**config.mk**
```make
export PLATFORM = sky130hd
export DESIGN_NAME = cond_logic_flat
export DESIGN_NICKNAME = d
export VERILOG_FILES = /design/src/rtl/cond_logic_if.sv /design/src/rtl/cond_logic.sv /design/src/flat_wrapper.sv
export SDC_FILE = /design/constraint.sdc
export NUM_CORES = 1
export LEC_CHECK = 0
export CORE_AREA = 10 10 47 49
export DETAILED_ROUTE_END_ITERATION = 8
export DIE_AREA = 0 0 57 59
export PLACE_DENSITY_LB_ADDON = 0.2
export REMOVE_ABC_BUFFERS = 1
export SYNTH_ARGS = -nofsm -noshare
export SYNTH_HDL_FRONTEND = slang
export SYNTH_SLANG_ARGS = --single-unit
```
**constraint.sdc**
```tcl
create_clock -name clk -period 3 [get_ports clk]
set_input_delay 0.6 -clock clk [delete_from_list [all_inputs] [get_ports clk]]
set_output_delay 0.6 -clock clk [all_outputs]
set_load 0.05 [all_outputs]
```
**src/rtl/cond_logic_if.sv**
```systemverilog
`default_nettype none
// ============================================================================
// Module      : cond_logic_if
// Description : Decoder-to-conditional-execution bundle. The optional counter
//               signals exist only when COND_PERF_CNT_EN is defined.
// Revision    : 1.0 - initial release
// ============================================================================
interface cond_logic_if #(
    parameter int CNT_W = 16
);
    logic             En;
    logic [3:0]       Cond;
    logic [3:0]       ALUFlags;
    logic [1:0]       FlagW;
    logic             PCS;
    logic             RegW;
    logic             MemW;
    logic             PCSrc;
    logic             RegWrite;
    logic             MemWrite;
    logic             CondEx;
    logic [3:0]       Flags;
`ifdef COND_PERF_CNT_EN
    logic             CntClr;
    logic [CNT_W-1:0] ExecCount;
    logic [CNT_W-1:0] SquashCount;

    modport master (
        output En, Cond, ALUFlags, FlagW, PCS, RegW, MemW, CntClr,
        input  PCSrc, RegWrite, MemWrite, CondEx, Flags, ExecCount, SquashCount
    );
    modport slave (
        input  En, Cond, ALUFlags, FlagW, PCS, RegW, MemW, CntClr,
        output PCSrc, RegWrite, MemWrite, CondEx, Flags, ExecCount, SquashCount
    );
`else
    modport master (
        output En, Cond, ALUFlags, FlagW, PCS, RegW, MemW,
        input  PCSrc, RegWrite, MemWrite, CondEx, Flags
    );
    modport slave (
        input  En, Cond, ALUFlags, FlagW, PCS, RegW, MemW,
        output PCSrc, RegWrite, MemWrite, CondEx, Flags
    );
`endif
endinterface
`default_nettype wire

```
**src/rtl/cond_logic.sv**
```systemverilog
`default_nettype none
// ============================================================================
// Module      : cond_logic
// Description : ARM conditional-execution stage: NZCV register, condition
//               check and strobe gating. Define COND_PERF_CNT_EN to add
//               saturating executed/squashed instruction counters.
// Revision    : 1.0 - initial release
// ============================================================================
module cond_logic (
    input  wire logic    clk,
    input  wire logic    reset,
    cond_logic_if.slave  bus
);
    logic [3:0] r_flags;
    logic       w_n;
    logic       w_z;
    logic       w_c;
    logic       w_v;
    logic       w_pass;
    logic       w_condex;

    assign {w_n, w_z, w_c, w_v} = r_flags;

    // Evaluated against the flags held from previous instructions only.
    always_comb begin
        w_pass = 1'b0;
        case (bus.Cond)
            4'b0000: w_pass = w_z;
            4'b0001: w_pass = ~w_z;
            4'b0010: w_pass = w_c;
            4'b0011: w_pass = ~w_c;
            4'b0100: w_pass = w_n;
            4'b0101: w_pass = ~w_n;
            4'b0110: w_pass = w_v;
            4'b0111: w_pass = ~w_v;
            4'b1000: w_pass = w_c & ~w_z;
            4'b1001: w_pass = ~w_c | w_z;
            4'b1010: w_pass = (w_n == w_v);
            4'b1011: w_pass = (w_n != w_v);
            4'b1100: w_pass = ~w_z & (w_n == w_v);
            4'b1101: w_pass = w_z | (w_n != w_v);
            4'b1110: w_pass = 1'b1;
            default: w_pass = 1'b0;
        endcase
    end

    assign w_condex     = w_pass & bus.En;
    assign bus.CondEx   = w_condex;
    assign bus.PCSrc    = bus.PCS  & w_condex;
    assign bus.RegWrite = bus.RegW & w_condex;
    assign bus.MemWrite = bus.MemW & w_condex;
    assign bus.Flags    = r_flags;

    always_ff @(posedge clk) begin
        if (reset) begin
            r_flags <= 4'b0000;
        end else begin
            if (bus.FlagW[1] & w_condex) r_flags[3:2] <= bus.ALUFlags[3:2];
            if (bus.FlagW[0] & w_condex) r_flags[1:0] <= bus.ALUFlags[1:0];
        end
    end

`ifdef COND_PERF_CNT_EN
    // Clear beats a same-cycle increment; both counters stick at all-ones.
    always_ff @(posedge clk) begin
        if (reset || bus.CntClr) begin
            bus.ExecCount   <= '0;
            bus.SquashCount <= '0;
        end else if (bus.En) begin
            if (w_pass) begin
                if (!(&bus.ExecCount)) bus.ExecCount <= bus.ExecCount + 1'b1;
            end else begin
                if (!(&bus.SquashCount)) bus.SquashCount <= bus.SquashCount + 1'b1;
            end
        end
    end
`endif

endmodule
`default_nettype wire
```
**src/flat_wrapper.sv**
```systemverilog
// flat-port wrapper written by rule: the top's interface ports become plain ports
module cond_logic_flat 
  (clk, reset, bus_En, bus_Cond, bus_ALUFlags, bus_FlagW, bus_PCS, bus_RegW, bus_MemW, bus_PCSrc, bus_RegWrite, bus_MemWrite, bus_CondEx, bus_Flags);
  cond_logic_if bus_i ();
  input  wire logic clk;
  input  wire logic reset;
  input wire logic [$bits(bus_i.En)-1:0] bus_En;
  input wire logic [$bits(bus_i.Cond)-1:0] bus_Cond;
  input wire logic [$bits(bus_i.ALUFlags)-1:0] bus_ALUFlags;
  input wire logic [$bits(bus_i.FlagW)-1:0] bus_FlagW;
  input wire logic [$bits(bus_i.PCS)-1:0] bus_PCS;
  input wire logic [$bits(bus_i.RegW)-1:0] bus_RegW;
  input wire logic [$bits(bus_i.MemW)-1:0] bus_MemW;
  output wire logic [$bits(bus_i.PCSrc)-1:0] bus_PCSrc;
  output wire logic [$bits(bus_i.RegWrite)-1:0] bus_RegWrite;
  output wire logic [$bits(bus_i.MemWrite)-1:0] bus_MemWrite;
  output wire logic [$bits(bus_i.CondEx)-1:0] bus_CondEx;
  output wire logic [$bits(bus_i.Flags)-1:0] bus_Flags;
  assign bus_i.En = bus_En;
  assign bus_i.Cond = bus_Cond;
  assign bus_i.ALUFlags = bus_ALUFlags;
  assign bus_i.FlagW = bus_FlagW;
  assign bus_i.PCS = bus_PCS;
  assign bus_i.RegW = bus_RegW;
  assign bus_i.MemW = bus_MemW;
  assign bus_PCSrc = bus_i.PCSrc;
  assign bus_RegWrite = bus_i.RegWrite;
  assign bus_MemWrite = bus_i.MemWrite;
  assign bus_CondEx = bus_i.CondEx;
  assign bus_Flags = bus_i.Flags;
  cond_logic u_core (.clk(clk), .reset(reset), .bus(bus_i));
endmodule
```
# Word level (Yosys, flattened, before mapping)
# Index checks and enable logic that the tools add are counted.
[totals] ff_bits=4 out_inout_bits=8 wordCells=34
[op_classes] n_eq_ne=16 muxes=1 bitwise_logic=14 n_reduce_logical=1
[ops] cell="equality test 4 bit (second input constant)" count=7
[ops] cell="equality test 4 x 3 -> 1 bit (second input constant)" count=4
[ops] cell="case mux 1 bit (15 select lines)" count=1
[ops] cell="bitwise AND 1 bit" count=8
[ops] cell="equality test 4 x 2 -> 1 bit (second input constant)" count=2
[ops] cell="equality test 4 x 1 -> 1 bit (second input constant)" count=1
[ops] cell="zero test 4 bit" count=1
[ops] cell="NOT 1 bit" count=4
[ops] cell="OR 1 bit" count=2
[ops] cell="equality test 1 bit" count=1
[ops] cell="inequality test 1 bit" count=1

# Logic depth before layout (Yosys ltp)
[depth] word_depth=5 ltp_mapped=7 depth_no_buf=6

# Worst setup path after synthesis
# No wires, ideal clock.
[synth_timing] kind="reg2out" startpoint="register u_core.r_flags[3] (netlist: u_core.bus.Flags[3])" endpoint="output bus_MemWrite" t_arrival_ps=2500 slack_ps=-100 stages_incl_launch_ff=7 n_path_buf=0 path_cell_list="dfxtp_1 -> xor2_1 -> mux2_4 -> or4_4 -> a41o_4 -> clkinv_2 -> and2_1"
[synth_between] elab_chain_len=5
[synth_rtl] item="start, declared" line="cond_logic.sv:14" rtl="logic [3:0] r_flags;"
[synth_rtl] item="start signal, assigned" line="cond_logic.sv:58" rtl="if (bus.FlagW[1] & w_condex) r_flags[3:2] <= bus.ALUFlags[3:2];"
[synth_rtl] item="inequality test 1 bit / equality test 1 bit (equally long branches)"
[synth_rtl] item="OR 1 bit / bitwise AND 1 bit (equally long branches)" line="cond_logic.sv:41, cond_logic.sv:40"
[synth_rtl] item="case mux 1 bit (15 select lines) (*)" line="cond_logic.sv:27" rtl="case (bus.Cond)"
[synth_rtl] item="bitwise AND 1 bit (*)" line="cond_logic.sv:47" rtl="assign w_condex = w_pass & bus.En;"
[synth_rtl] item="net bus_CondEx" line="flat_wrapper.sv:17" rtl="output wire logic [$bits(bus_i.CondEx)-1:0] bus_CondEx;"
[synth_rtl] item="bitwise AND 1 bit (*)" line="cond_logic.sv:51" rtl="assign bus.MemWrite = bus.MemW & w_condex;"
[synth_rtl] item="end, declared" line="flat_wrapper.sv:16" rtl="output wire logic [$bits(bus_i.MemWrite)-1:0] bus_MemWrite;"
# The timed path passes the listed nets; every way through them passes the cells marked *.

# Worst setup path in the final report
[layout_timing] startpoint="input bus_Cond[0]" endpoint="output bus_RegWrite"
[layout_between] elab_chain_len=4
[layout_rtl] item="start, declared" line="flat_wrapper.sv:8" rtl="input wire logic [$bits(bus_i.Cond)-1:0] bus_Cond;"
[layout_rtl] item="equality test 4 bit (tied with other cells)" line="cond_logic.sv:27"
[layout_rtl] item="case mux 1 bit (15 select lines) (*)" line="cond_logic.sv:27"
[layout_rtl] item="bitwise AND 1 bit (*)" line="cond_logic.sv:47"
[layout_rtl] item="bitwise AND 1 bit (*)" line="cond_logic.sv:50" rtl="assign bus.RegWrite = bus.RegW & w_condex;"
[layout_rtl] item="end, declared" line="flat_wrapper.sv:15" rtl="output wire logic [$bits(bus_i.RegWrite)-1:0] bus_RegWrite;"
# Mark *: on every way between the ends. The rest lies on a longest branch, timed or not.

==> impl_results.md <==
- Status: finished clean
- Core area: 1401 µm²
- Placed cell count: 99
- Initial Util: 29.91%
- Most frequent cells in the layout: 16 x clkdlybuf4s50_1, 9 x inv_1, 6 x nand2_1, 6 x buf_4
- Vias per std cell: 4.824
- Postcts setup bufs: 0
- 1st-pass router iterations: 2
- Synth-to-layout area growth: 90.75%
- Cell area after placement: around 750 µm²
- H-tree depth: 1
- Antenna Cells: 0
- Initial antenna violation count: 0
- Peak Freq: 0.3414 GHz
- CP Max Fanout: 9
- Post-layout instance area: between 700 and 800 µm²
- All-layer global routing usage: 8.933%
- Maxcap violations: 0
- # IOs: 24
- Dpl hpwl: 1120 µm
- Netlist cell types: 27
- Clock slew at reported path FFs: 40 ps
- Placer congestion estimate: 0.8101
- M1 GR Usage: 9.353%
- Final non-filler cell total: 102
- Power Density: between 200 and 300 nW/µm²
- Min cycle time layout: ~2900 ps
- CTS Buffer Depth: 2
- Worst path required time: 2400 ps
- Post-synthesis cell count: 55
- Leak pwr: ~0.35 nW
- Most Crowded Layer GR: met2
- Met2 usage: 13.80%
- Startpoint types: primary input
- Post-CTS Hold Buffers: 0
- Register area share after synthesis: between 10% and 20%
- Layout cells sized above 1: approximately a third
- Pin count of the biggest net entering global routing: 10
- Yosys warns: 0
- Hold path cells: 2
- Clk_skew: 1.190 ps
- Count of final setup violators: 0
- Routed WL: between 1000 and 1500 µm
- Max_slew headroom: 65.95%
- Endpoint class of the critical path: output pin
- Number of routed nets with antenna violations: 0
- Post-DR wirelength/cell: 13.08 µm
- Hold WS: 541.4 ps
- CTS Buf Count: 3
- Clk sinks: 4
- Max Slew Vio Count: 0
- Met3 usage: 3.863%
- Mapped cell area: roughly 420 µm²
- Vias: 492
- Synthesized flop and latch total: 4
- Global route overflow: 0
- Placement row count: 14
- Final hold violation count: 0
- RSZ-0062 raised after global routing: no
- Die H: ~60 µm
- Die area: 3363 µm²
- Tcrit/Tclk final: 97.63%
- Worst Path Arrival: 2330 ps
- Worst Setup Path Type: in2out
- Drt drc: 0
- Port Buffers: 23
- Nets: 104
- Vias in the first global route: 550
- Reg2Reg Depth: 7
- First-pass GRT wire length: 2408 µm
- Avg Cell Area, Syn: approximately 7.6 µm²
- Design Power: 0.2333 mW
- CTS Root Cell: clkbuf_4
- Max reg flops: 4
- Clk Latency, worst-skew pair: ~240 ps
- Peak VDD IR: around 0.23 mV
- First DRT Iteration DRCs: 2
- CTS tree: built
- Worst hold path class: reg2reg
- Die Wd: 57 µm
- Most common cell after layout, fill and taps aside: clkdlybuf4s50_1
- Worst Tran Pin Value: 509.1 ps
==> metal layers <==
metal	share of wire (%)	vias up
li1	-	257
met1	43	211
met2	46	20
met3	7.6	4
met4	3.4	0
met5	0	-
==> power breakdown <==
group,total [mW],leakage [nW],switching (mW),internal (mW)
sequential,0.0583,0.0324,0.00277,0.0555
clock,0.0674,0.0138,0.0226,0.0448
combinational,0.108,0.299,0.0500,0.0577
==> what timing repair did <==
| action | in CTS | in global routing |
|---|---|---|
| endpoints found under the hold margin | 0 | 0 |
| resized for setup | 9 | 2 |
| gates cloned | 0 | 0 |
| endpoints found under the setup margin | 4 | 4 |
| pin swaps | 3 | 2 |
==> Yosys cell counts <==
cell	count	area (µm²)
o2111ai_1	1	8.760
nand4bb_1	1	11.26
buf_2	1	5.000
nor2_2	2	12.51
xor2_1	1	8.760
buf_6	1	11.26
o32ai_1	4	35.03
and2_1	3	18.77
mux2i_1	2	20.02
or4_4	1	11.26
clkinv_2	1	5.000
a22o_1	1	8.760
o311ai_1	1	8.760
and3_1	1	6.260
nor2_1	3	11.26
o21ai_0	3	15.01
or4b_2	1	10.01
a21oi_1	2	10.01
a22oi_1	1	7.510
mux2_4	1	15.01
a41o_4	1	21.27
nand2_1	6	22.52
inv_1	9	33.78
nand2_2	1	6.260
or2b_1	1	7.510
and2b_1	1	7.510
dfxtp_1	4	80.08
==> per-stage QoR <==
stage	util [%]	setup TNS, ps	setup WS (ps)
3_5_place_dp	53.21	-602.3	-178.6
2_1_floorplan	-	-298.3	-99.42
6_report	57.05	0	71.12
3_3_place_gp	53.21	-546.6	-157.1
4_1_cts	56.61	0	1.682
5_1_grt	57.05	0	0.3897
==> path summary, 6_finish.rpt <==
kind              slack [ps]                              from                                to
setup / recovery          70                       bus_Cond[0]                      bus_RegWrite
hold reg to reg          540  u_core.bus.Flags[3]$_SDFFE_PP0P_  u_core.bus.Flags[3]$_SDFFE_PP0P_
setup reg to reg        1000  u_core.bus.Flags[3]$_SDFFE_PP0P_  u_core.bus.Flags[3]$_SDFFE_PP0P_
hold / removal           540  u_core.bus.Flags[3]$_SDFFE_PP0P_  u_core.bus.Flags[3]$_SDFFE_PP0P_
==> area by class of cell <==
type	count	area, µm²
fillers	144	601.8
repair buffers	30	326.6
multi-input cells	39	307.8
flip-flops and latches	4	80.08
inverters	10	42.54
clock buffers	3	22.52
well taps	16	20.02
==> critical path, stage by stage <==
cell and delay [ps]:
clkdlybuf4s50_1 410, buf_4 170, or4_4 510, a41o_4 300, clkinv_4 50, and2_4 150, buf_12 130
==> logic make-up after synthesis <==
kind of cell | synth area share (%)
AOI/OAI and AO/OA | 27.46
xor gates and xnor gates | 2.090
buffers and inverters | 13.13
DFF | 19.11
muxes | 8.357
and+or+nand+nor | 29.85
No activity file was read; power rests on OpenSTA's default activity.
